==> src/rtl/jtopl_pkg.sv <==
// Shared constants for the OPL timer bank: default timer geometry and status padding.
package jtopl_pkg;

  localparam int unsigned JTOPL_TIMER_CW       = 8;
  localparam int unsigned JTOPL_TIMER_PRE_BASE = 2;
  localparam int unsigned JTOPL_TIMER_PRE_STEP = 2;
  localparam logic [4:0]  JTOPL_STATUS_PAD     = 5'd6;

  // log2 prescale applied to timer idx
  function automatic int unsigned jtopl_timer_pre(input int unsigned base,
                                                  input int unsigned step,
                                                  input int unsigned idx);
    return base + idx * step;
  endfunction

endpackage

==> src/rtl/jtopl_timer_ch.sv <==
// One OPL timer: power-of-two prescaler, up-counter with reload, overflow pulse and flag.
// Optional JTOPL_TIMER_RDBACK_EN exposes the live counter for the bank readback mux.
module jtopl_timer_ch
  import jtopl_pkg::*;
#(
  parameter int unsigned CW  = JTOPL_TIMER_CW,
  parameter int unsigned PRE = JTOPL_TIMER_PRE_BASE
) (
  input  logic          clk_i,
  input  logic          rst_i,
  input  logic          cenop_i,
  input  logic          zero_i,
  input  logic [CW-1:0] value_i,
  input  logic          load_i,
  input  logic          flagen_i,
  input  logic          clr_flag_i,
  output logic          flag_o,
  output logic          overflow_o
`ifdef JTOPL_TIMER_RDBACK_EN
  ,
  output logic [CW-1:0] cnt_o
`endif
);

  localparam int unsigned PW = (PRE > 0) ? PRE : 1;

  logic [PW-1:0] pre_q, pre_d;
  logic [CW-1:0] cnt_q, cnt_d;
  logic          load_last_q;
  logic          flag_q, flag_d;
  logic          ovf_q, ovf_d;
  logic          tick, pre_term, step, wrap;

  always_comb begin
    tick     = zero_i & cenop_i;
    pre_term = (PRE == 0) ? 1'b1 : (&pre_q);
    // a load edge reloads instead of stepping, so stepping needs load held across two cenops
    step     = tick & load_i & load_last_q & pre_term;
    wrap     = step & (&cnt_q);

    pre_d  = pre_q;
    cnt_d  = cnt_q;
    flag_d = flag_q;
    ovf_d  = 1'b0;
    if (cenop_i) begin
      if (load_i && !load_last_q) begin
        cnt_d = value_i;
        pre_d = '0;
      end else if (load_i) begin
        if (tick) pre_d = pre_q + 1'b1;
        if (step) cnt_d = wrap ? value_i : cnt_q + 1'b1;
      end
      ovf_d = wrap;
      if (wrap && flagen_i) flag_d = 1'b1;
      else if (clr_flag_i)  flag_d = 1'b0;
    end
  end

  always_ff @(posedge clk_i or posedge rst_i) begin
    if (rst_i) begin
      pre_q       <= '0;
      cnt_q       <= '0;
      load_last_q <= 1'b0;
      flag_q      <= 1'b0;
      ovf_q       <= 1'b0;
    end else begin
      pre_q  <= pre_d;
      cnt_q  <= cnt_d;
      flag_q <= flag_d;
      ovf_q  <= ovf_d;
      if (cenop_i) load_last_q <= load_i;
    end
  end

  always_comb begin
    flag_o     = flag_q;
    overflow_o = ovf_q;
  end

`ifdef JTOPL_TIMER_RDBACK_EN
  always_comb cnt_o = cnt_q;
`endif

endmodule

==> src/rtl/jtopl_timer_bank.sv <==
// Bank of NTIMERS OPL timers with IRQ reduction and status byte.
// JTOPL_TIMER_RDBACK_EN adds a registered counter readback port (rd_sel/rd_cnt).
module jtopl_timer_bank
  import jtopl_pkg::*;
#(
  parameter int unsigned NTIMERS  = 2,
  parameter int unsigned CW       = JTOPL_TIMER_CW,
  parameter int unsigned PRE_BASE = JTOPL_TIMER_PRE_BASE,
  parameter int unsigned PRE_STEP = JTOPL_TIMER_PRE_STEP,
  localparam int unsigned RSW     = (NTIMERS > 1) ? $clog2(NTIMERS) : 1
) (
  input  logic                  clk,
  input  logic                  rst,
  input  logic                  cenop,
  input  logic                  zero,
  input  logic [NTIMERS*CW-1:0] value,
  input  logic [NTIMERS-1:0]    load,
  input  logic [NTIMERS-1:0]    flagen,
  input  logic [NTIMERS-1:0]    clr_flag,
  output logic [NTIMERS-1:0]    flag,
  output logic [NTIMERS-1:0]    overflow,
  output logic                  irq_n,
  output logic [7:0]            status
`ifdef JTOPL_TIMER_RDBACK_EN
  ,
  input  logic [RSW-1:0]        rd_sel,
  output logic [CW-1:0]         rd_cnt
`endif
);

`ifdef JTOPL_TIMER_RDBACK_EN
  logic [CW-1:0] cnt_w [NTIMERS];
  logic [CW-1:0] rd_cnt_q, rd_cnt_d;
`endif
  logic flag1;

  for (genvar i = 0; i < NTIMERS; i++) begin : g_ch
    jtopl_timer_ch #(
      .CW (CW),
      .PRE(jtopl_timer_pre(PRE_BASE, PRE_STEP, i))
    ) u_ch (
      .clk_i     (clk),
      .rst_i     (rst),
      .cenop_i   (cenop),
      .zero_i    (zero),
      .value_i   (value[i*CW +: CW]),
      .load_i    (load[i]),
      .flagen_i  (flagen[i]),
      .clr_flag_i(clr_flag[i]),
      .flag_o    (flag[i]),
      .overflow_o(overflow[i])
`ifdef JTOPL_TIMER_RDBACK_EN
      ,
      .cnt_o     (cnt_w[i])
`endif
    );
  end

  if (NTIMERS > 1) begin : g_flag1
    assign flag1 = flag[1];
  end else begin : g_noflag1
    assign flag1 = 1'b0;
  end

  always_comb begin
    irq_n  = ~|flag;
    status = {~irq_n, flag[0], flag1, JTOPL_STATUS_PAD};
  end

`ifdef JTOPL_TIMER_RDBACK_EN
  // out-of-range selects fall through to zero
  always_comb begin
    rd_cnt_d = '0;
    for (int unsigned k = 0; k < NTIMERS; k++) begin
      if (32'(rd_sel) == k) rd_cnt_d = cnt_w[k];
    end
  end

  always_ff @(posedge clk or posedge rst) begin
    if (rst) rd_cnt_q <= '0;
    else     rd_cnt_q <= rd_cnt_d;
  end

  always_comb rd_cnt = rd_cnt_q;
`endif

endmodule

==> config.mk <==
export PLATFORM = sky130hd
export DESIGN_NAME = jtopl_timer_bank
export DESIGN_NICKNAME = d
export VERILOG_FILES = /design/src/rtl/jtopl_pkg.sv /design/src/rtl/jtopl_timer_ch.sv /design/src/rtl/jtopl_timer_bank.sv
export SDC_FILE = /design/constraint.sdc
export NUM_CORES = 1
export LEC_CHECK = 0
export ABC_AREA = 1
export BUFFER_PORTS_ARGS = -buffer_cell sky130_fd_sc_hd__buf_2
export CORE_ASPECT_RATIO = 1.75
export CORE_MARGIN = 4
export CORE_UTILIZATION = 51
export CTS_BUF_LIST = sky130_fd_sc_hd__clkbuf_2 sky130_fd_sc_hd__clkbuf_4 sky130_fd_sc_hd__clkbuf_8
export CTS_CLUSTER_DIAMETER = 150
export DETAILED_ROUTE_END_ITERATION = 7
export PLACE_DENSITY = 0.72
export SETUP_SLACK_MARGIN = 0.4
export SLEW_MARGIN = 30
export SYNTH_ARGS = -nofsm -noshare
export SYNTH_HDL_FRONTEND = slang
export SYNTH_SLANG_ARGS = --single-unit
==> constraint.sdc <==
create_clock -name clk -period 4.4 [get_ports clk]
set_clock_uncertainty 0.1 [all_clocks]
set_input_delay 0.44 -clock clk [delete_from_list [all_inputs] [get_ports clk]]
set_output_delay 0.44 -clock clk [all_outputs]
set_load 0.005 [all_outputs]
==> results of run 1 <==
## cell usage after synthesis
master / n
o41ai_1: 1
nor3_2: 1
xnor2_1: 4
nand4_1: 1
nor2_1: 15
nand3b_1: 1
o21ai_4: 1
nor2_2: 2
o21a_1: 1
xor2_1: 3
conb_1: 2
nand3_1: 41
nand3_2: 2
o21ai_0: 7
a21oi_2: 1
a21oi_1: 3
buf_4: 11
o21ai_2: 2
or2_2: 3
nand3b_4: 1
o21bai_1: 1
ha_1: 4
nand2_4: 1
dfrtp_1: 28
nand2_1: 87
inv_2: 5
buf_2: 1
nand2_2: 3
inv_1: 36
nor2_4: 1
## registers in the layout (all words and copies together) (netlist names)
signal and flops:
g_ch.u_ch.cnt_q 16, g_ch.u_ch.flag_o 2, g_ch.u_ch.load_last_q 2, g_ch.u_ch.overflow_o 2, g_ch.u_ch.pre_q 6
## path summary, 6_finish.rpt
path,end,slack [ns],startpoint
setup / recovery,g_ch[0].u_ch.cnt_q[0],2.65,g_ch[0].u_ch.cnt_q[0]
hold / removal,g_ch[1].u_ch.cnt_q[3],0.11,rst
setup reg to reg,g_ch[0].u_ch.cnt_q[0],2.65,g_ch[0].u_ch.cnt_q[0]
hold reg to reg,g_ch[1].u_ch.pre_q[1],0.44,g_ch[1].u_ch.pre_q[1]
max in group asynchronous,g_ch[0].u_ch.cnt_q[7],3.70,rst
min in group clk,g_ch[1].u_ch.flag_o,0.27,flagen[1]
## stage by stage
step | cells | util [%] | total power, mW | area [µm²]
after global placement | 340 | 56.4 | 0.626 | 2050
after global routing | 344 | 58.0 | 0.857 | 2100
after CTS | 344 | 58.0 | 0.797 | 2100
after floorplan | 273 | - | 0.572 | 1910
after detailed placement | 340 | 56.4 | 0.638 | 2050
final | 344 | 58.0 | 0.789 | 2100
## cell families (layout without fill, tap and decap cells)
logic type	after synthesis	in the layout	synth area share (%)
simple gates	159	159	38.1
buf+inv	53	78	12.7
flops	28	28	36.8
compound gates	17	17	6.12
xor+xnor	7	7	3.22
fa+ha+maj	4	4	2.63
other cells	2	5	0.395
## cells in the final DEF, fill, tap and decap left out, drive strengths merged
cell type  instances
a21oi              4
buf               33
clkbuf             4
conb               5
dfrtp             28
ha                 4
inv               41
nand2             91
nand3             43
nand3b             2
nand4              1
nor2              18
nor3               1
o21a               1
o21ai             10
o21bai             1
o41ai              1
or2                3
xnor2              4
xor2               3
## where the power goes
group	switching [mW]	internal, mW	total (mW)
logic	0.124	0.105	0.229
registers	0.0809	0.320	0.401
clock network	0.0787	0.0802	0.159
total	0.284	0.506	0.789
## metal layers
metal	global-route usage, %	routed length, µm	vias to the layer above	part of all wire [%]
met5	0	0	-	0
met4	9.07	91	0	2.2
met3	2.02	126	9	3.1
met2	35.8	2260	24	55
met1	21.2	1600	768	39
li1	-	-	879	-
## worst reg2reg max path, stage by stage (launching register included)
cell      delay (ns)
dfrtp_1         0.45
ha_1            0.23
nand2_1         0.08
nor2_1          0.28
nand3b_4        0.17
nand2_4         0.14
nand2_1         0.06
nand3_1         0.07
nand2_1         0.06
## final cells by class
type	instances	share of cell area, %
well taps	46	2.74
inverters	41	7.32
multi-input cells	192	46.2
flip-flops and latches	28	33.3
clock buffers	4	2.62
repair buffers	33	7.85
==> impl_results.md, run 1 <==
* Status: finished clean
* Clk root buf: clkbuf_8
* Post-route setup slack at 2.65 ns
* Hold_ws at 0.114 ns
* Die Span Y at about 89 µm
* Post-CTS Setup Bufs at 0
* Sink Count at 28
* # Max-Cap Violations at 0
* Htree depth at 1
* Total grt overflow at 0
* Core area at 3630 µm²
* Storage element area at between 700 and 800 µm²
* Filler cells at approximately 380
* Die width at 54.2 µm
* CP Class: flip-flop to flip-flop
* Relative slew slack at 60.9%
* Synth Register Bits at 28
* Post-route ant nets at 0
* Post-DP HPWL at between 3000 and 4000 µm
* Leak at around 1.2 nW
* CP max stage delay at 0.45 ns
* Seq/Total Area, Yosys at between 30 and 40%
* DIE AREA at 4810 µm²
* Worst Hold Class: input port to asynchronous set/reset pin
* Buf+Inv Stages, Crit Path at 0
* Slew Limit Fails at 0
* Critical Path Fanout Max at 8
* Final worst-path cycle share at between 30% and 40%
* Fmax at 572 MHz
* Top cells by area, synth: dfrtp_1 (37%), nand2_1 (17%), nand3_1 (11%)
* I/O pins at 39
* Gr usage total at 19.5%
* Area Growth Syn to Fin at 10.6%
* Antenna violations before repair at 0
* Syn Inst Count at 270
* Longest Clk Path Bufs at 2
* Gates resized, CTS repair at 0
* Crit path max-delay family: simple AND/OR/NAND/NOR gates
* Syn_area_per_cell at 7.04 µm²
* # hold bufs at CTS at 0
* CTS tree: built
* YS warnings at 0
* Port Buffers at 33
* Gpl congestion at 0.786
* Worst EP required at 4.47 ns
* Ant. Diodes at 0
* Min Tclk post-route at 1.75 ns
* CP cell instances: ha_1, nand2_1, nor2_1, nand3b_4, nand2_4, nand2_1, nand3_1, nand2_1
* CP Capture Type: flip-flop
* DRC at 0
* Synth unique cells at 30
* CP max-delay cell: dfrtp_1
* Number of global-route vias before repair at 1689
* CP dominant cell by count: nand2_1
* Critical path depth at 8
* VDD IR-drop max at 0.228 mV
* Syn Std Cell Area at between 1500 and 2000 µm²
* DRT iter0 DRCs at 44
* Reg2reg path depth at 8
* Signal arrival time at the worst endpoint at 1.82 ns
* Fin nets at about 330
* Largest area contributor in the netlist: dfrtp_1
* Initial Util at a little over half
* Clk pin slew, worst setup/hold paths at 0.09 ns
* Post-synth top area share at between 30% and 40%
* # rows at 29
* Setup-failing EPs final at 0
* Layout cell share with drive strength beyond 1 at ~20%
* Clock Latency Late Sink at 0.27 ns
* Vias per cell at 4.88
* Multi-input gate area at 971 µm²
* Pre-CTS setup slack at 2.61 ns
* Fin. Hold Viols at 0
* Slew @ Worst Pin at 0.586 ns
* RSZ-0062 raised after global routing: false
* PD cells at around 380 nW/µm²
* Num CTS Buffers at 3
* Vias at around 1700
* WL/cell at 11.8 µm
* Drt first pass iters at 4
* Global-route wire length before repair at approximately 7000 µm
* Setup TNS at 0 ns
* Pin count of the biggest net entering global routing at 29
* Total wire length at around 4100 µm
* CP Launch Type: flip-flop
Power figures use the tool's default switching activity.
==> run 2: changes to the inputs <==
==> constraint.sdc (replaced) <==
create_clock -name clk -period 1.79 [get_ports clk]
set_clock_uncertainty 0.1 [all_clocks]
set_input_delay 0.179 -clock clk [delete_from_list [all_inputs] [get_ports clk]]
set_output_delay 0.179 -clock clk [all_outputs]
set_load 0.005 [all_outputs]
==> run 2 against run 1 <==
Net effect: total power grew to 2.8 times the previous value; non-clock buffer count grew 24; sequential share of layout area fell by 5.1 points; register-to-register slack worse by 2.4 ns; worst setup slack lost 2.4 ns; critical path depth did not move; fmax up 13%; global-route usage increased by 0.25 points; sequential power rose by 150%; cell area up 18%; clock-buffer cell count shrank 1; first-iteration DRC count rose by 64%.
==> impl_results.md, run 2 (synthesis results as in run 1) <==
* # rows at 29
* Internal reg-to-reg setup slack at about 0.24 ns
* Pin count of the biggest net entering global routing at 29
* DRT iter0 DRCs at 72
* Crit path max-delay family: simple AND/OR/NAND/NOR gates
* Gr usage total at 19.7%
* CP Capture Type: flip-flop
* Sink Count at 28
* # Max-Cap Violations at 0
* Gpl congestion at 0.883
* WL/cell at 12.8 µm
* CP max-delay cell: dfrtp_1
* I/O pins at 39
* Htree depth at 1
* Status: finished clean
* Clk pin slew, worst setup/hold paths at 0.09 ns
* Final core utilization at 68.4%
* Worst Hold Class: input port to flip-flop
* RR Endpoint: g_ch[0].u_ch.cnt_q[7]
* Min Tclk post-route at about 1.6 ns
* Antenna violations before repair at 0
* Post-route ant nets at 0
* Total wire length at around 4700 µm
* Setup TNS at 0 ns
* Hold Path Depth at 3
* Commonest non-fill, non-tap cell in the layout: nand2_1
* Fin. Hold Viols at 0
* DIE AREA at 4810 µm²
* Reg2reg path depth at 8
* Slew Limit Fails at 0
* Port Buffers at 33
* Core area at between 3000 and 4000 µm²
* Num CTS Buffers at 3
* CTS tree: built
* Post-DP HPWL at around 3200 µm
* Die width at 54.2 µm
* Signal arrival time at the worst endpoint at 1.66 ns
* CP Class: flip-flop to flip-flop
* Filler cells at 308
* Most frequent cells in the layout: nand2_1 (76), inv_1 (34), buf_2 (33)
* Ant. Diodes at 0
* Storage element area at 701 µm²
* Total grt overflow at 0
* Top reg by flops: g_ch.u_ch.cnt_q
* CP cell instances: ha_2, nand2_2, nor2_4, nand3b_4, buf_4, nand3_1, nand3_2, nand2_1
* Clk root buf: clkbuf_8
* Number of global-route vias before repair at 1734
* Leak at 1.38 nW
* Critical Path Fanout Max at 7
* Largest regs: g_ch.u_ch.cnt_q x16, g_ch.u_ch.pre_q x6
* PD cells at between 800 and 900 nW/µm²
* Buf+Inv Stages, Crit Path at 1
* Vias at 1859
* Drt first pass iters at 4
* Setup-failing EPs final at 0
* Final worst-path cycle share at 86.7%
* DRC at 0
* Die Span Y at 88.8 µm
* VDD IR-drop max at 0.675 mV
* Multi-input gate area at 1180 µm²
* Longest Clk Path Bufs at 2
* Fmax at 644 MHz
* Initial Util at 52.4%
* Fin nets at 353
* Number of flip-flops in the largest register at 16
* Vias per cell at 5.07
* RSZ-0062 raised after global routing: true
* Layout cell share with drive strength beyond 1 at a little over a third
* CP Launch Type: flip-flop
* Area Growth Syn to Fin at 30.5%
* Clock Latency Late Sink at 0.27 ns
* Global-route wire length before repair at 7130 µm
* HP Start: flagen[0]
* CP max stage delay at 0.37 ns
* End of the worst hold path: g_ch[0].u_ch.flag_o
* Worst EP required at 1.90 ns
* Reg2reg start: g_ch[0].u_ch.cnt_q[1]
-- run 2: where the power goes --
group	switching (mW)	internal [mW]	total [mW]
clock network	0.183	0.151	0.334
registers	0.209	0.787	0.996
logic	0.433	0.432	0.866
-- run 2: per-stage QoR --
step / setup slack [ns] / hold slack [ns] / cells / area (µm²) / power [mW]
after floorplan: 0.374 / 0.144 / 273 / 1930 / 1.42
after global routing: 0.173 / 0.0223 / 367 / 2480 / 2.37
after global placement: 0.219 / 0.171 / 343 / 2090 / 1.57
after CTS: 0.289 / 0.00865 / 358 / 2280 / 2.04
after detailed placement: 0.213 / 0.173 / 343 / 2090 / 1.58
final: 0.238 / 0.0121 / 367 / 2480 / 2.20
-- run 2: worst max-delay path by stage --
stage	startpoint	slack, ns	to	depth (start not counted)
after CTS	g_ch[1].u_ch.pre_q[0]	0.29	g_ch[1].u_ch.cnt_q[1]	8
after global placement	g_ch[1].u_ch.cnt_q[0]	0.22	g_ch[1].u_ch.cnt_q[2]	8
after detailed placement	g_ch[1].u_ch.cnt_q[0]	0.21	g_ch[1].u_ch.cnt_q[2]	8
after floorplan	g_ch[0].u_ch.cnt_q[0]	0.37	g_ch[0].u_ch.cnt_q[7]	8
after global routing	g_ch[0].u_ch.cnt_q[1]	0.17	g_ch[0].u_ch.cnt_q[7]	8
final	g_ch[0].u_ch.cnt_q[1]	0.24	g_ch[0].u_ch.cnt_q[7]	8
-- run 2: metal layers --
metal / global-route usage [%] / vias up / part of all wire (%)
met3: 1.69 / 20 / 3.1
li1: - / 926 / -
met2: 37.2 / 46 / 57
met5: 0 / - / 0
met1: 20.5 / 867 / 37
met4: 9.75 / 0 / 3.1
-- run 2: repair_timing --
| action | 4_1_cts | 5_1_grt |
|---|---|---|
| resized for setup | 13 | 30 |
| gates cloned | 0 | 0 |
| buffers inserted | 10 | 9 |
| endpoints found under the setup margin | 20 | 19 |
| pin swaps | 11 | 15 |
| hold buffers | 2 | 0 |
| endpoints found under the hold margin | 29 | 0 |
-- run 2: layout make-up --
| class | count | area share, % |
|---|---|---|
| inverters | 41 | 6.20 |
| multi-input cells | 192 | 47.5 |
| flip-flops and latches | 28 | 28.2 |
| repair buffers | 57 | 14.1 |
| clock buffers | 3 | 1.66 |
| well taps | 46 | 2.32 |
-- run 2: tightest hold or removal path, stage by stage --
cell     delay [ns]
buf_2          0.08
nand2_1        0.04
nand2_1        0.05
